## config.mk

```make
export PLATFORM = sky130hd
export DESIGN_NAME = ysyx_24110015_lsu
export DESIGN_NICKNAME = d
export VERILOG_FILES = /design/src/rtl/ysyx_24110015_pkg.sv /design/src/rtl/ysyx_24110015_lsu_align.sv /design/src/rtl/ysyx_24110015_lsu.sv
export SDC_FILE = /design/constraint.sdc
export NUM_CORES = 1
export LEC_CHECK = 0
export CORE_MARGIN = 1.5
export CORE_UTILIZATION = 40
export DETAILED_ROUTE_END_ITERATION = 6
export PLACE_DENSITY = 0.76
export SYNTH_ARGS = -nofsm -noshare
export SYNTH_HDL_FRONTEND = slang
export SYNTH_SLANG_ARGS = --single-unit
```

## constraint.sdc

```tcl
create_clock -name clk -period 3.15 [get_ports clk]
set_input_delay 0.315 -clock clk [delete_from_list [all_inputs] [get_ports clk]]
set_output_delay 0.315 -clock clk [all_outputs]
set_load 0.05 [all_outputs]
```

## src/rtl/ysyx_24110015_pkg.sv

```systemverilog
// ysyx_24110015_pkg
// Shared definitions for the LSU and its lane-alignment helper:
//   - MemOp encodings as driven by the IDU/EXU (in_mem_op)
//   - LSU handshake state enum
//   - fault-cause codes, kept here so a later CSR unit can derive mcause/mtval
//   - memop_illegal(): reserved MemOp encodings
package ysyx_24110015_pkg;

    localparam logic [2:0] MEMOP_B  = 3'b000;
    localparam logic [2:0] MEMOP_H  = 3'b001;
    localparam logic [2:0] MEMOP_W  = 3'b010;
    localparam logic [2:0] MEMOP_BU = 3'b100;
    localparam logic [2:0] MEMOP_HU = 3'b101;

    typedef enum logic [1:0] {
        LSU_IDLE = 2'd0,
        LSU_REQ  = 2'd1,
        LSU_WAIT = 2'd2,
        LSU_DONE = 2'd3
    } lsu_state_t;

    // RISC-V exception codes the LSU can give rise to.
    localparam logic [3:0] CAUSE_ILLEGAL_INSN   = 4'd2;
    localparam logic [3:0] CAUSE_LOAD_MISALIGN  = 4'd4;
    localparam logic [3:0] CAUSE_LOAD_ACCESS    = 4'd5;
    localparam logic [3:0] CAUSE_STORE_MISALIGN = 4'd6;
    localparam logic [3:0] CAUSE_STORE_ACCESS   = 4'd7;

    // 011, 110 and 111 are not assigned to any access size.
    function automatic logic memop_illegal(input logic [2:0] op);
        return (op == 3'b011) || (op == 3'b110) || (op == 3'b111);
    endfunction

endpackage

```

## src/rtl/ysyx_24110015_lsu_align.sv

```systemverilog
// ysyx_24110015_lsu_align
// Purely combinational byte-lane logic for the LSU.
// Ports:
//   op       in  3   MemOp code
//   addr_lo  in  2   address bits [1:0]
//   st_data  in  32  store data (rs2)
//   rd_word  in  32  word returned by the memory
//   wstrb    out 4   byte enables for a store of this size/offset
//   wdata    out 32  store data replicated onto every lane
//   ld_data  out 32  selected lane, sign- or zero-extended
//   misalign out 1   halfword on odd address or word not 4-aligned
module ysyx_24110015_lsu_align
    import ysyx_24110015_pkg::*;
(
    input  logic [2:0]  op,
    input  logic [1:0]  addr_lo,
    input  logic [31:0] st_data,
    input  logic [31:0] rd_word,
    output logic [3:0]  wstrb,
    output logic [31:0] wdata,
    output logic [31:0] ld_data,
    output logic        misalign
);

    logic [7:0]  byte_sel;
    logic [15:0] half_sel;

    always_comb begin
        byte_sel = rd_word[7:0];
        case (addr_lo)
            2'd0:    byte_sel = rd_word[7:0];
            2'd1:    byte_sel = rd_word[15:8];
            2'd2:    byte_sel = rd_word[23:16];
            default: byte_sel = rd_word[31:24];
        endcase
        half_sel = addr_lo[1] ? rd_word[31:16] : rd_word[15:0];
    end

    // op[1:0] carries the size; op[2] only selects zero extension.
    always_comb begin
        wstrb = 4'b1111;
        wdata = st_data;
        case (op[1:0])
            2'b00: begin
                wstrb = 4'b0001 << addr_lo;
                wdata = {4{st_data[7:0]}};
            end
            2'b01: begin
                wstrb = 4'b0011 << {addr_lo[1], 1'b0};
                wdata = {2{st_data[15:0]}};
            end
            default: begin
                wstrb = 4'b1111;
                wdata = st_data;
            end
        endcase
    end

    always_comb begin
        ld_data = rd_word;
        case (op)
            MEMOP_B:  ld_data = {{24{byte_sel[7]}}, byte_sel};
            MEMOP_BU: ld_data = {24'b0, byte_sel};
            MEMOP_H:  ld_data = {{16{half_sel[15]}}, half_sel};
            MEMOP_HU: ld_data = {16'b0, half_sel};
            default:  ld_data = rd_word;
        endcase
    end

    assign misalign = ((op[1:0] == 2'b01) && addr_lo[0]) ||
                      ((op[1:0] == 2'b10) && (addr_lo != 2'b00));

endmodule

```

## src/rtl/ysyx_24110015_lsu.sv

```systemverilog
// ysyx_24110015_lsu
// Multi-cycle load/store unit behind the EXU. One operation in flight:
// accept -> (optional single word-aligned bus request -> response) -> result.
// Non-memory ops pass in_addr through with one cycle of latency.
// Ports:
//   clk, rst                       clock, async active-high reset
//   in_valid/in_ready              EXU -> LSU operation handshake
//   in_addr, in_wdata              effective address / pass-through, store data
//   in_mem_read/write, in_mem_op   access kind and MemOp code
//   req_valid/req_ready            data-memory request handshake
//   req_addr/wen/wdata/wstrb       word-aligned request, replicated lanes
//   rsp_valid, rsp_data, rsp_err   single-cycle response / write ack
//   out_valid/out_ready            LSU -> writeback handshake
//   out_data, out_fault            result word and fault flag
module ysyx_24110015_lsu
    import ysyx_24110015_pkg::*;
(
    input  logic        clk,
    input  logic        rst,
    input  logic        in_valid,
    output logic        in_ready,
    input  logic [31:0] in_addr,
    input  logic [31:0] in_wdata,
    input  logic        in_mem_read,
    input  logic        in_mem_write,
    input  logic [2:0]  in_mem_op,
    output logic        req_valid,
    input  logic        req_ready,
    output logic [31:0] req_addr,
    output logic        req_wen,
    output logic [31:0] req_wdata,
    output logic [3:0]  req_wstrb,
    input  logic        rsp_valid,
    input  logic [31:0] rsp_data,
    input  logic        rsp_err,
    output logic        out_valid,
    input  logic        out_ready,
    output logic [31:0] out_data,
    output logic        out_fault
);

    lsu_state_t  state_q, state_d;
    logic [31:0] addr_q, wdata_q;
    logic        read_q, write_q;
    logic [2:0]  op_q;
    logic [31:0] out_data_q, out_data_d;
    logic        out_fault_q, out_fault_d;
    logic        accept;
    logic        reject;

    logic        idle;
    logic [2:0]  al_op;
    logic [1:0]  al_addr;
    logic [3:0]  al_wstrb;
    logic [31:0] al_wdata;
    logic [31:0] al_ld_data;
    logic        al_misalign;

    assign idle     = (state_q == LSU_IDLE);
    assign in_ready = idle & ~rst;
    assign accept   = in_valid & in_ready;

    // In IDLE the aligner looks at the incoming op so misalignment can be
    // decided at accept time; afterwards it works on the registered op.
    assign al_op   = idle ? in_mem_op     : op_q;
    assign al_addr = idle ? in_addr[1:0]  : addr_q[1:0];

    ysyx_24110015_lsu_align u_align (
        .op       (al_op),
        .addr_lo  (al_addr),
        .st_data  (wdata_q),
        .rd_word  (rsp_data),
        .wstrb    (al_wstrb),
        .wdata    (al_wdata),
        .ld_data  (al_ld_data),
        .misalign (al_misalign)
    );

    // Anything that must not reach the bus: ambiguous access kind, reserved
    // encoding, unsigned store, or a misaligned address.
    assign reject = (in_mem_read & in_mem_write) |
                    memop_illegal(in_mem_op) |
                    (in_mem_write & in_mem_op[2]) |
                    al_misalign;

    always_comb begin
        state_d     = state_q;
        out_data_d  = out_data_q;
        out_fault_d = out_fault_q;
        unique case (state_q)
            LSU_IDLE: begin
                if (accept) begin
                    if (!in_mem_read && !in_mem_write) begin
                        state_d     = LSU_DONE;
                        out_data_d  = in_addr;
                        out_fault_d = 1'b0;
                    end else if (reject) begin
                        state_d     = LSU_DONE;
                        out_data_d  = 32'b0;
                        out_fault_d = 1'b1;
                    end else begin
                        state_d = LSU_REQ;
                    end
                end
            end
            LSU_REQ: begin
                if (req_ready) state_d = LSU_WAIT;
            end
            LSU_WAIT: begin
                if (rsp_valid) begin
                    state_d = LSU_DONE;
                    if (rsp_err) begin
                        out_data_d  = 32'b0;
                        out_fault_d = 1'b1;
                    end else if (write_q) begin
                        out_data_d  = 32'b0;
                        out_fault_d = 1'b0;
                    end else begin
                        out_data_d  = al_ld_data;
                        out_fault_d = 1'b0;
                    end
                end
            end
            LSU_DONE: begin
                if (out_ready) state_d = LSU_IDLE;
            end
            default: state_d = LSU_IDLE;
        endcase
    end

    always_ff @(posedge clk or posedge rst) begin
        if (rst) begin
            state_q     <= LSU_IDLE;
            addr_q      <= 32'b0;
            wdata_q     <= 32'b0;
            read_q      <= 1'b0;
            write_q     <= 1'b0;
            op_q        <= 3'b0;
            out_data_q  <= 32'b0;
            out_fault_q <= 1'b0;
        end else begin
            state_q     <= state_d;
            out_data_q  <= out_data_d;
            out_fault_q <= out_fault_d;
            if (accept) begin
                addr_q  <= in_addr;
                wdata_q <= in_wdata;
                read_q  <= in_mem_read;
                write_q <= in_mem_write;
                op_q    <= in_mem_op;
            end
        end
    end

    // Write-side request fields are forced to zero outside a pending store so
    // the bus sees clean values on reads and while idle.
    logic req_store;
    assign req_store = (state_q == LSU_REQ) & write_q & ~read_q;

    assign req_valid = (state_q == LSU_REQ);
    assign req_addr  = {addr_q[31:2], 2'b00};
    assign req_wen   = req_store;
    assign req_wstrb = req_store ? al_wstrb : 4'b0000;
    assign req_wdata = req_store ? al_wdata : 32'b0;

    assign out_valid = (state_q == LSU_DONE);
    assign out_data  = out_data_q;
    assign out_fault = out_fault_q;

endmodule

```

* Word-level counts from Yosys, hierarchy flattened
Index checks and enable logic that the tools add are counted.
Widths: inputs -> output; s select.
** Word-level totals
- Flip-flop bits (word level) :: 104
- Input bits :: 108
- Output and inout bits :: 105
** Operators by class
- Equal/unequal tests :: 18
- Shifts and indexed selects :: 2
- Muxes and demuxes :: 29
- Bitwise gates (word level) :: 11
- Reduce and logical (&&, ||, !) cells :: 16
** Operators by type and width (number)
- $mux 32 :: 7
- $pmux 32 s2 :: 2
- $pmux 32 s4 :: 1
- $pmux 8 s3 :: 1
- $mux 16 :: 1
- $mux 2 :: 7
- $eq 3x3->1 const B :: 4
- $eq 2x2->1 const B :: 4
- $pmux 2 s4 :: 1
- $pmux 4 s2 :: 1
- $reduce_and 4->1 :: 2
- $and 1x1->1 :: 6
- $eq 2x1->1 const B :: 3
- $logic_not 2->1 :: 3
- $mux 1 :: 5
- $mux 4 :: 1
- $ne 2x1->1 const B :: 2
- $ne 2x2->1 const B :: 2
- $reduce_bool 2->1 :: 2
- $shl 1x2->4 const A :: 1
- $shl 2x2->4 const A :: 1
- $eq 3x1->1 const B :: 1
- $eq 3x2->1 const B :: 1
- $logic_and 1x1->1 :: 3
- other kinds (8) :: 14

* Logic depth before layout (Yosys ltp)
- Word-level depth :: 10
- Mapped depth :: 10
- Gate-level depth less buffers :: 7

* Modules after synthesis
A second synthesis with hierarchy kept.
** Unflattened totals
- Cell total of the unflattened synthesis :: 601
- Area total of the unflattened synthesis :: 6158.4 um2
** By module, submodules not included
- ysyx_24110015_lsu :: times used 1, cells each 409, area each 4878.4 um2, sequential area each 2602.5 um2
- ysyx_24110015_lsu_align :: times used 1, cells each 192, area each 1280.0 um2, sequential area each 0.0 um2

* Worst setup path after synthesis
No wires, ideal clock.
- Path kind :: register -> output
- From :: reg state_q[0]
- To :: out req_wdata[24]
- Data arrival time :: 2849 ps
- Path slack :: -14 ps
- Stages on the path, launching flop included :: 9
- Path through :: dfrtp_1 inv_1 ha_1 buf_6 buf_6 mux2i_2 buf_4 mux2i_1 a211oi_1
** Between the ends
- Cells in the longest elaborated chain, start to end :: 5
- Elaborated cells between the ends (all ways) :: 9
- Those cells by class :: eq/ne: 2; mux: 3; bitwise: 2; reduce/logical: 2
** RTL lines
- from (decl) :: line ysyx_24110015_lsu.sv:42 : lsu_state_t state_q, state_d;
- from (signal assigned) :: line ysyx_24110015_lsu.sv:142 : state_q <= state_d;
- $logic_not 2->1 :: line ysyx_24110015_lsu.sv:59 : assign idle = (state_q == LSU_IDLE);
- $mux 3 :: line ysyx_24110015_lsu.sv:65 : assign al_op = idle ? in_mem_op : op_q;
- $eq 2x1->1 or $logic_not 2->1 (tied branches) :: line ysyx_24110015_lsu_align.sv:43 : case (op[1:0])
- $pmux 32 s2 :: line ysyx_24110015_lsu_align.sv:43
- $mux 32 * :: line ysyx_24110015_lsu.sv:164 : assign req_wdata = req_store ? al_wdata : 32'b0;
- to (decl) :: line ysyx_24110015_lsu.sv:31 : output logic [31:0] req_wdata,
Every way passes the cells marked *; elsewhere a longest branch is shown, timed or not.

* Final worst setup path
- From :: reg state_q[0]
- To :: out req_wdata[28]
Same word-level chain as after synthesis.

==> impl_metrics.toml <==
[timing]
post-route-min-period_ns = 2.951
worst_pin_slew_ns = 0.7508
finalSetupTns_ns = 0
fmaxAchievable_mhz = 338.9
rsz0062_at_grt = "false"
drv_slew = 0
fin_ws_ns = 0.1993
maxSlewHeadroom = 0.4980
skew_ns = 0.005497
fin_crit_sh = 0.9367
hold_violations = 0
setup_viol = 0

[yosys]
postSynthCellCount = 557
synth-edff-count = 0
seq_area_frac_synth = 0.4425
synth_top_area_cell = "dfrtp_1"
synthTopCellsByArea = "dfrtp_1 (44%), mux2_2 (16%), buf_4 (4.3%), o21ai_0 (3.5%), mux2i_1 (3.2%)"
synth-main-ff-cell = "dfrtp_1"
synth_cell_types = 54
async_reset_ff_frac = 1.000
post-synth-top-count-cell = "dfrtp_1"
yosys_warnings = 0
yosys.area.top_type_share = 0.4425
synth_commonest_cells = "dfrtp_1 (104), mux2_2 (84), nand2_1 (43), o21ai_0 (41), nor2_1 (36)"
ys_ff_latch = 104
synth_area_um2 = 5882
avgSynthCellArea_um2 = 10.56

[critical_path]
r2r_end = "out_data[25]"
critical_path_class = "register to output port"
critPathLaunchType = "register"
worstPathMaxFanout = 25
reg2reg_from = "state_q[0]"
reg2reg_slack_ns = 0.29
cp.arrival_ns = 2.64
crit_required_ns = 2.83
endpoint_kind = "output port"
r2r_cells = 8

[route]
drt_wl_total_um = 18540
drt_pre_antenna_iters = 5
vias_per_cell = 5.637
drc_errors = 0
first_iter_violations = 443
antenna_left = 0
wl_per_cell_um = 20.33
vias = 5141

[clock_network]
postCtsSetupRepairBufs = 0
clk_latency_ns = 0.35
cts_max_path_buffers = 2
cts_tree = "yes"
post_cts_resize_count = 0
ctsHoldBuffers = 0
htreeDepth = 3
clock-sinks = 104
clkTransAtPathRegs_ns = 0.07
root_buffer = "clkbuf_16"
cts_made_buffers = 9

[placed_design]
io_buffer_count = 210
dp.cells = 896
dpl.hpwl_um = 13840
pre_cts_ws_ns = 0.2852
gp_congestion = 0.8527

[global_route]
antenna_found_initial = 0
track_usage = 0.2410
grt-ovfl-total = 0
grt_max_degree = 71
grt_pass1_vias = 5372
grt_pass1_wl_um = 29670

[min_path]
hp-class = "primary input to asynchronous set/reset pin"

[floorplan]
io_pins = 213
core_area_um2 = 14420
num_rows = 44
start_util = 0.4078
die-area_um2 = 15440
die_w_um = 124.3
die_y_um = 124.3

[finish]
nFillCells = 1190
stdcell_count = 912
antenna_cells = 0
drive_gt1_frac = 0.2431
nets = 835
area_growth_pct = 47.03

[power_and_ir_drop]
power_mw = 9.507
p_leak_nw = 3.532
powerDensity_nw_per_um2 = 1099
peakVddDrop_uv = 438.9

[run_status]
status = "completed"

[run]
cap_violations = 0
-- metal layers --
| metal | track usage | routed length (um) |
|---|---|---|
| met1 | 0.2979 | 7451 |
| met2 | 0.3969 | 8859 |
| met3 | 0.07431 | 1722 |
| met4 | 0.08857 | 503 |
| met5 | 0 | 0 |
-- layout by cell type (no fill, tap or decap), types with 3 or more instances in the layout --
cell type,netlist,final
a2111oi_0,6,6
a211oi_2,0,8
a21oi_1,22,22
and2_1,8,8
buf_12,0,36
buf_4,34,12
clkbuf_16,0,9
clkdlybuf4s50_1,0,173
clkinv_2,0,3
dfrtp_1,104,104
ha_1,4,4
inv_1,7,6
mux2_2,84,84
mux2i_1,19,18
nand2_1,43,42
nand2b_1,3,3
nand3b_1,4,4
nor2_1,36,36
nor2b_1,10,10
nor3b_1,4,3
o211ai_1,3,3
o21a_1,8,8
o21ai_0,41,41
o21ai_1,6,6
o221ai_1,17,17
o22ai_1,7,7
o31ai_1,8,8
-- logic make-up after synthesis --
kind of cell / synth area share
AO/OA/AOI/OAI: 0.1663
buffers and inverters: 0.07615
other: 0.0006376
adder cells (fa/ha/maj): 0.008509
flip-flops: 0.4425
AND/OR/NAND/NOR: 0.1015
multiplexers: 0.2044
-- power by group --
part	switching, mW	internal (mW)	leakage, nW	total, mW
Clock	0.501	0.714	0.158	1.22
Combinational	3.57	2.29	2.08	5.86
Sequential	0.455	1.98	1.29	2.43
Total	4.53	4.98	3.53	9.51
-- metrics by stage --
stage	cell area, um2	util	hold WS [ns]
global route	8648	0.5996	0.5188
CTS	8641	0.5991	0.5092
finish	8648	0.5996	0.4879
floorplan	5926	-	0.4656
global placement	8319	0.5768	0.4785
detailed placement	8319	0.5768	0.4938
-- registers in the layout, indices dropped and copies added, names as in the netlist --
name	flops
out_data	32
wdata_q	32
addr_q	32
state_q	2
write_q	1
out_fault	1
op_q	3
read_q	1
-- area by class of cell --
| class | instances | area (um2) | area share |
|---|---|---|---|
| inverters | 7 | 28.78 | 0.003328 |
| multi-input cells | 378 | 2900 | 0.3354 |
| clock inverters | 6 | 82.58 | 0.009549 |
| clock buffers | 10 | 239.0 | 0.02763 |
| well taps | 184 | 230.2 | 0.02662 |
| repair buffers | 223 | 2565 | 0.2966 |
| flip-flops and latches | 104 | 2603 | 0.3009 |
-- worst max path at each step --
stage | start | end | slack (ns) | cells past startpoint
6_report | state_q[0] | req_wdata[28] | 0.20 | 8
5_1_grt | state_q[0] | req_wdata[28] | 0.05 | 8
3_5_place_dp | state_q[0] | out_data[25] | 0.29 | 8
3_3_place_gp | state_q[0] | out_data[31] | 0.44 | 8
2_1_floorplan | rst | addr_q[0] | 0.10 | 1
4_1_cts | state_q[0] | req_wdata[28] | 0.06 | 8
-- critical path, cell delays in order (launching register included) --
cell      delay (ns)
dfrtp_1         0.42
inv_1           0.10
ha_1            0.24
buf_6           0.25
mux2i_4         0.38
buf_6           0.28
nor2_1          0.08
a211oi_2        0.34
buf_12          0.18
No activity file was read; power rests on OpenSTA's default activity.
